`src/rtl/phase_acc.sv`:
```
// Numerically controlled phase accumulator feeding the Q1.15 phase input of the cosine stage.
// Optional linear frequency sweep is compiled in when PHASE_ACC_SWEEP_EN is defined.
module phase_acc #(
  parameter int ACC_W          = 32,
  parameter int UPDATE_ON_WRAP = 1
) (
  input  logic             clk,
  input  logic             reset,
  input  logic             enable,
  input  logic             phase_clr,
  input  logic [ACC_W-1:0] freq,
  input  logic             freq_valid,
  output logic             freq_ready,
  input  logic [15:0]      offset,
  input  logic             offset_load,
`ifdef PHASE_ACC_SWEEP_EN
  input  logic [ACC_W-1:0] sweep_step,
`endif
  output logic [15:0]      source,
  output logic             wrap
);

  typedef enum logic [1:0] {
    IDLE  = 2'd0,
    RUN   = 2'd1,
    ARMED = 2'd2
  } state_t;

  state_t           state_r;
  logic [ACC_W-1:0] acc_r;
  logic [ACC_W-1:0] freq_r;
  logic [ACC_W-1:0] freq_pend_r;
  logic [15:0]      offset_r;

  logic [ACC_W:0]   sum_s;
  logic [ACC_W-1:0] acc_next_s;
  logic             wrap_s;
  logic             step_s;
  logic             accept_s;

`ifdef PHASE_ACC_SWEEP_EN
  // Signed add that clamps to the representable range instead of wrapping.
  function automatic logic [ACC_W-1:0] sat_add(input logic [ACC_W-1:0] a,
                                               input logic [ACC_W-1:0] b);
    logic [ACC_W:0] s;
    s = {a[ACC_W-1], a} + {b[ACC_W-1], b};
    if (s[ACC_W] != s[ACC_W-1]) begin
      sat_add = s[ACC_W] ? {1'b1, {(ACC_W-1){1'b0}}} : {1'b0, {(ACC_W-1){1'b1}}};
    end else begin
      sat_add = s[ACC_W-1:0];
    end
  endfunction
`endif

  // Next accumulator value and crossing detection; a negative word wraps on borrow (no carry).
  always_comb begin
    sum_s      = {1'b0, acc_r} + {1'b0, freq_r};
    acc_next_s = sum_s[ACC_W-1:0];
    if (freq_r[ACC_W-1]) begin
      wrap_s = ~sum_s[ACC_W];
    end else begin
      wrap_s = sum_s[ACC_W];
    end
    step_s   = (state_r != IDLE) && enable && !phase_clr;
    accept_s = freq_valid && freq_ready;
  end

  // Accumulator, outputs, frequency handshake and mode state.
  always_ff @(posedge clk) begin
    if (reset) begin
      state_r     <= IDLE;
      acc_r       <= '0;
      freq_r      <= '0;
      freq_pend_r <= '0;
      offset_r    <= 16'h0000;
      source      <= 16'h0000;
      wrap        <= 1'b0;
      freq_ready  <= 1'b1;
    end else begin
      if (offset_load) begin
        offset_r <= offset;
      end

      wrap <= 1'b0;
      if (phase_clr) begin
        acc_r  <= '0;
        source <= offset_r;
      end else if (step_s) begin
        acc_r  <= acc_next_s;
        source <= acc_next_s[ACC_W-1 -: 16] + offset_r;
        wrap   <= wrap_s;
      end

      case (state_r)
        IDLE: begin
          if (accept_s) begin
            freq_r <= freq;
          end
          if (enable) begin
            state_r <= RUN;
          end
        end
        RUN: begin
`ifdef PHASE_ACC_SWEEP_EN
          if (enable) begin
            freq_r <= sat_add(freq_r, sweep_step);
          end
`endif
          if (!enable) begin
            state_r <= IDLE;
            if (accept_s) begin
              freq_r <= freq;
            end
          end else if (accept_s) begin
            if (UPDATE_ON_WRAP != 0) begin
              // Hold the new word until the next crossing so the phase stays continuous.
              freq_pend_r <= freq;
              freq_ready  <= 1'b0;
              state_r     <= ARMED;
            end else begin
              freq_r <= freq;
            end
          end
        end
        ARMED: begin
          if (!enable) begin
            freq_r     <= freq_pend_r;
            freq_ready <= 1'b1;
            state_r    <= IDLE;
          end else if (step_s && wrap_s) begin
            freq_r     <= freq_pend_r;
            freq_ready <= 1'b1;
            state_r    <= RUN;
          end
        end
        default: begin
          state_r    <= IDLE;
          freq_ready <= 1'b1;
        end
      endcase
    end
  end

endmodule

```
`config.mk`:
```
export PLATFORM = sky130hd
export DESIGN_NAME = phase_acc
export DESIGN_NICKNAME = d
export VERILOG_FILES = /design/src/rtl/phase_acc.sv
export SDC_FILE = /design/constraint.sdc
export NUM_CORES = 1
export LEC_CHECK = 0
export CAP_MARGIN = 20
export CORE_ASPECT_RATIO = 0.75
export CORE_MARGIN = 4
export CORE_UTILIZATION = 60
export DETAILED_ROUTE_END_ITERATION = 6
export PLACE_DENSITY = 0.82
export SLEW_MARGIN = 40
export SYNTH_ARGS = -nofsm -noshare
export SYNTH_HDL_FRONTEND = slang
export SYNTH_SLANG_ARGS = --single-unit
export TNS_END_PERCENT = 10
```
`constraint.sdc`:
```
create_clock -name clk -period 8 [get_ports clk]
set_clock_uncertainty 0.05 [all_clocks]
set_input_delay 0.8 -clock clk [delete_from_list [all_inputs] [get_ports clk]]
set_output_delay 0.8 -clock clk [all_outputs]
set_load 0.01 [all_outputs]
```
# --- After elaboration in Yosys (flattened, before gate mapping) ---
# Cells that the tools add are included.
# Widths: inputs -> output; s select.
totals:
  ff_bits: 132
  latch_bits: 0
  ram_bits: 0
  rom_bits: 0
  in_bits: 54
  output_inout_bits: 18
  elab_cells: 55
  n_memories: 0
op_classes:
  addsub: 2
  mul: 0
  div: 0
  magnitude_cmp: 0
  eq_ne: 8
  shift: 0
  muxes: 19
  n_bitwise: 3
  reduce_logical: 15
op_table:
  columns: ["operator", "n"]
  rows:
  - ["$mux 32", 4]
  - ["$pmux 32 s3", 1]
  - ["$add 32x32->33", 1]
  - ["$mux 16", 2]
  - ["$add 16x16->16", 1]
  - ["$mux 2", 5]
  - ["$reduce_and 3->1", 3]
  - ["$ne 2x2->1 const B", 4]
  - ["$ne 3x3->1 const B", 2]
  - ["$pmux 2 s3", 1]
  - ["$mux 1", 5]
  - ["$logic_and 1x1->1", 4]
  - ["$reduce_and 4->1", 1]
  - ["$reduce_bool 2->1", 2]
  - ["$not 1->1", 3]
  - ["$pmux 1 s3", 1]
  - ["$reduce_bool 3->1", 1]
  - ["$reduce_or 3->1", 1]
  - ["$eq 2x1->1 const B", 1]
  - ["$eq 2x2->1 const B", 1]
  - ["$logic_not 2->1", 1]
  - ["$reduce_or 2->1", 1]
  - ["$logic_not 1->1", 1]

# --- Logic depth before layout (Yosys ltp) ---
depth:
  word_depth: 7
  ltp_mapped: 19
  mapped_depth_nobuf: 19

# --- Least setup slack after synthesis ---
# Ideal clock, no wire load.
synth_timing:
  path_type: "reg2reg"
  from: "register acc_r[0]"
  to: "register source[14]"
  setup_ns: 0.137
  t_arrival_ns: 4.111
  required_ns: 7.813
  path_slack_ns: 3.701
  path_stages_with_launch: 20
  n_path_buf: 0
  period_less_slack_ns: 4.299
  cell_sequence: "dfxtp_1 > ha_1 > fa_1 > a211oi_1 > o21a_1 > a211oi_2 > or3_1 > a21oi_1 > xnor2_1 > ha_1 > fa_1 > a21o_1 > a21oi_1 > o21ai_0 > a211oi_1 > o21bai_1 > a21oi_1 > o21ai_0 > xnor2_1 > o221ai_1"
synth_between:
  elab_chain_len: 4
synth_lines:
  columns: ["item", "line", "rtl"]
  rows:
  - ["start: declaration", "30", "logic [ACC_W-1:0] acc_r;"]
  - ["start signal: assignment", "89", "acc_r <= acc_next_s;"]
  - ["$add 32x32->33", "57", "sum_s = {1'b0, acc_r} + {1'b0, freq_r};"]
  - ["via sum_s[16]", "35", "logic [ACC_W:0] sum_s;"]
  - ["$add 16x16->16", "90", "source <= acc_next_s[ACC_W-1 -: 16] + offset_r;"]
  - ["$mux 16", "88", "end else if (step_s) begin"]
  - ["$mux 16", "85", "if (phase_clr) begin"]
  - ["end signal: assignment", "87", "source <= offset_r;"]
  - ["end signal: assignment", "90", null]
  - ["end: declaration", "19", "output logic [15:0] source,"]
# The timed path passes the listed nets, and every way through them passes these cells. The select of a mux whose other input is x is not followed.
# A chain may end at the register's enable or synchronous reset.

# --- Worst setup path in the final report ---
layout_timing:
  from: "register freq_r[2]"
  to: "register source[15]"
layout_between:
  elab_chain_len: 4
layout_lines:
  columns: ["item", "line", "rtl"]
  rows:
  - ["start: declaration", "31", "logic [ACC_W-1:0] freq_r;"]
  - ["start signal: assignment", "97", "freq_r <= freq;"]
  - ["start signal: assignment", "112", "freq_r <= freq;"]
  - ["start signal: assignment", "121", "freq_r <= freq;"]
  - ["$add 32x32->33", "57", null]
  - ["via sum_s[17]", "35", null]
  - ["$add 16x16->16", "90", null]
  - ["$mux 16", "88", null]
  - ["$mux 16", "85", null]
# The timed path passes the listed nets, and every way through them passes these cells. The select of a mux whose other input is x is not followed.

==> results.sh <==
export IMPL_outcome="finished clean"
export IMPL_antenna_found_initial=0
export IMPL_cp_required_ns=8.23
export IMPL_ctsHtreeMaxLevel=4
export IMPL_syn_inst=955
export IMPL_powerDensity_nw_per_um2=195
export IMPL_p_total_mw=1.75
export IMPL_core_um2=12400
export IMPL_worstMarginPinSlew_ns=0.641
export IMPL_synth_edff_count=0
export IMPL_syn_num_nets=1060
export IMPL_final_cells=1174
export IMPL_clk_insertion_delay_late_ns=0.42
export IMPL_crit_family="compound AO/OA/AOI/OAI gates"
export IMPL_setup_ws_ns=3.26
export IMPL_cts_sinks=132
export IMPL_fin_util_pct=72.3
export IMPL_start_kind="register"
export IMPL_async_flop_share_pct=0
export IMPL_yosysSeqAreaShare_pct=34.5
export IMPL_hpwl_mm=12.8
export IMPL_start_util_pct=61.8
export IMPL_place_gp_congestion=0.913
export IMPL_maxCapViolCount=0
export IMPL_netlist_area_um2=7650
export IMPL_viasPerCell=5.90
export IMPL_routed_wl_mm=18.5
export IMPL_vdd_ir_drop_max_uv=176
export IMPL_slew_headroom_pct=57.3
export IMPL_grt_overflow=0
export IMPL_io_pins=72
export IMPL_yosys_warnings=0
export IMPL_chipWidth_um=138
export IMPL_path_max_fanout=5
export IMPL_cpMostUsedCell="o21ai_0"
export IMPL_finalCritPeriodShare_pct=59.2
export IMPL_crit_chain="ha_1 -> o211ai_1 -> o21ai_2 -> a21boi_1 -> o311ai_0 -> o21ai_0 -> xnor2_1 -> ha_1 -> a21o_1 -> a211oi_1 -> o21ai_0 -> a31oi_1 -> o21ai_0 -> a21oi_1 -> xnor2_1 -> mux2i_1 -> a211oi_2"
export IMPL_numCtsBuffers=17
export IMPL_netlist_cell_type_count=66
export IMPL_path_clk_slew_ns=0.06
export IMPL_cts_root_buffer="clkbuf_16"
export IMPL_path_class="reg2reg"
export IMPL_leakagePower_nw=3.55
export IMPL_dieArea_um2=14600
export IMPL_grt_pass1_wl_mm=31.2
export IMPL_post_cts_buffers=0
export IMPL_synth_seq_cells=132
export IMPL_finalMaxSlewViolations=0
export IMPL_firstDrtPassIters=5
export IMPL_ant_nets=0
export IMPL_pre_cts_slack_ns=3.31
export IMPL_drc=0
export IMPL_fmax_mhz=211
export IMPL_place_inst=1143
export IMPL_hold_class="reg2reg"
export IMPL_yosysMostFrequentCell="nand2_1"
export IMPL_diodes=0
export IMPL_arrival_ns=4.97
export IMPL_layout_drive_gt1_share_pct=9.13
export IMPL_slowest_delay_ns=0.57
export IMPL_drt_iter0_markers=442
export IMPL_finalSetupTns_ns=0
export IMPL_yosysTopAreaCell="dfxtp_1"
export IMPL_end_kind="register"
export IMPL_grt_max_degree=68
export IMPL_cts_tree="yes"
export IMPL_synth_flop_cell="dfxtp_1"
export IMPL_final_nets=1101
export IMPL_row_count=35
export IMPL_crit_path_top_delay_cell="o311ai_0"
export IMPL_vias=6931
export IMPL_hold_violations=0
export IMPL_grt_setup_unrepaired="false"
export IMPL_critical_path_buf_inv_count=0
export IMPL_synth_area_leaders="dfxtp_1 35%, nand2_1 11%, ha_1 8.0%, a21oi_1 7.7%, a311oi_2 6.1%"
export IMPL_final_setup_viol_count=0
export IMPL_io_buffers=71
export IMPL_die_y_um=106
export IMPL_post_cts_resized=0
export IMPL_avgSynthCellArea_um2=8.01
export IMPL_clock_path_buffers=2
export IMPL_postCtsHoldBufs=0
export IMPL_wl_per_cell_um=15.8
export IMPL_grt_pass1_vias=6429
export IMPL_synth_common_cells="222 x nand2_1, 132 x dfxtp_1, 118 x a21oi_1"
export IMPL_synth_top_area_share_pct=34.5
export IMPL_grt_usage_pct=25.5
export IMPL_period_minus_slack_ns=4.74
export IMPL_syn_to_final_growth_pct=17.1
-- through the flow --
stage | hold slack (ns) | area, um2
final | 0.405 | 8960
after detailed placement | 0.397 | 8390
after floorplan | 0.384 | 7650
after global routing | 0.426 | 8960
after global placement | 0.393 | 8390
after CTS | 0.406 | 8960
-- path summary, 6_finish.rpt --
kind / slack (ns) / depth (start not counted) / from / endpoint
worst max-delay path: 3.26 / 17 / freq_r[2] / source[15]
worst min register to register: 0.41 / 2 / freq_pend_r[30] / freq_pend_r[30]
worst max register to register: 3.26 / 17 / freq_r[2] / source[15]
worst min-delay path: 0.41 / 2 / freq_pend_r[30] / freq_pend_r[30]
-- routing by layer --
| metal | routed length (um) | vias up | part of all wire [%] | track usage [%] |
|---|---|---|---|---|
| met5 | 0 | - | 0 | 0 |
| met4 | 178 | 0 | 0.96 | 6.42 |
| met3 | 1410 | 15 | 7.6 | 5.35 |
| met2 | 7650 | 267 | 41 | 37.3 |
| met1 | 9270 | 3201 | 50 | 38.1 |
| li1 | - | 3448 | - | - |
-- cells in the final DEF, fill, tap and decap left out, drive strengths merged, types with 13 or more instances in the layout --
master / n
a311oi: 32
mux2i: 17
xnor2: 28
dfxtp: 132
clkdlybuf4s50: 69
xor2: 15
a21oi: 119
clkbuf: 17
o21ai: 32
nor2: 89
nand3: 13
nand2: 222
ha: 49
a211oi: 13
inv: 27
-- power breakdown --
group / internal [mW] / switching (mW)
combinational: 0.120 / 0.155
clock: 0.436 / 0.321
sequential: 0.689 / 0.0274
total: 1.24 / 0.503
-- worst register-to-register path: cells and delay by family, from the launching register on --
family / cells / cell delay, ns
flip-flops: 1 / 0.31
XOR/XNOR: 2 / 0.57
adder cells (fa/ha/maj): 2 / 0.68
AO/OA/AOI/OAI: 12 / 2.76
multiplexers: 1 / 0.24
-- layout make-up --
| type | count | area [um2] |
|---|---|---|
| Inverter | 19 | 71.3 |
| Clock buffer | 17 | 425 |
| Fill cell | 970 | 3430 |
| Multi-Input combinational cell | 746 | 4700 |
| Timing Repair Buffer | 80 | 774 |
| Sequential cell | 132 | 2640 |
| Clock inverter | 14 | 144 |
| Tap cell | 166 | 208 |
-- kinds of logic after synthesis --
logic type | after synthesis | share of synthesized area (%)
adder cells (fa/ha/maj) | 51 | 8.53
buffers and inverters | 77 | 4.45
XOR/XNOR | 43 | 4.92
AND/OR/NAND/NOR | 369 | 19.9
multiplexers | 17 | 2.22
flip-flops | 132 | 34.5
AO/OA/AOI/OAI | 266 | 25.4
-- registers in the layout, summed over array words and instances (netlist names) --
| register | count |
|---|---|
| acc_r | 32 |
| freq_pend_r | 32 |
| freq_r | 32 |
| freq_ready | 1 |
| offset_r | 16 |
| source | 16 |
| state_r | 2 |
| wrap | 1 |
No activity file was read; power rests on OpenSTA's default activity.
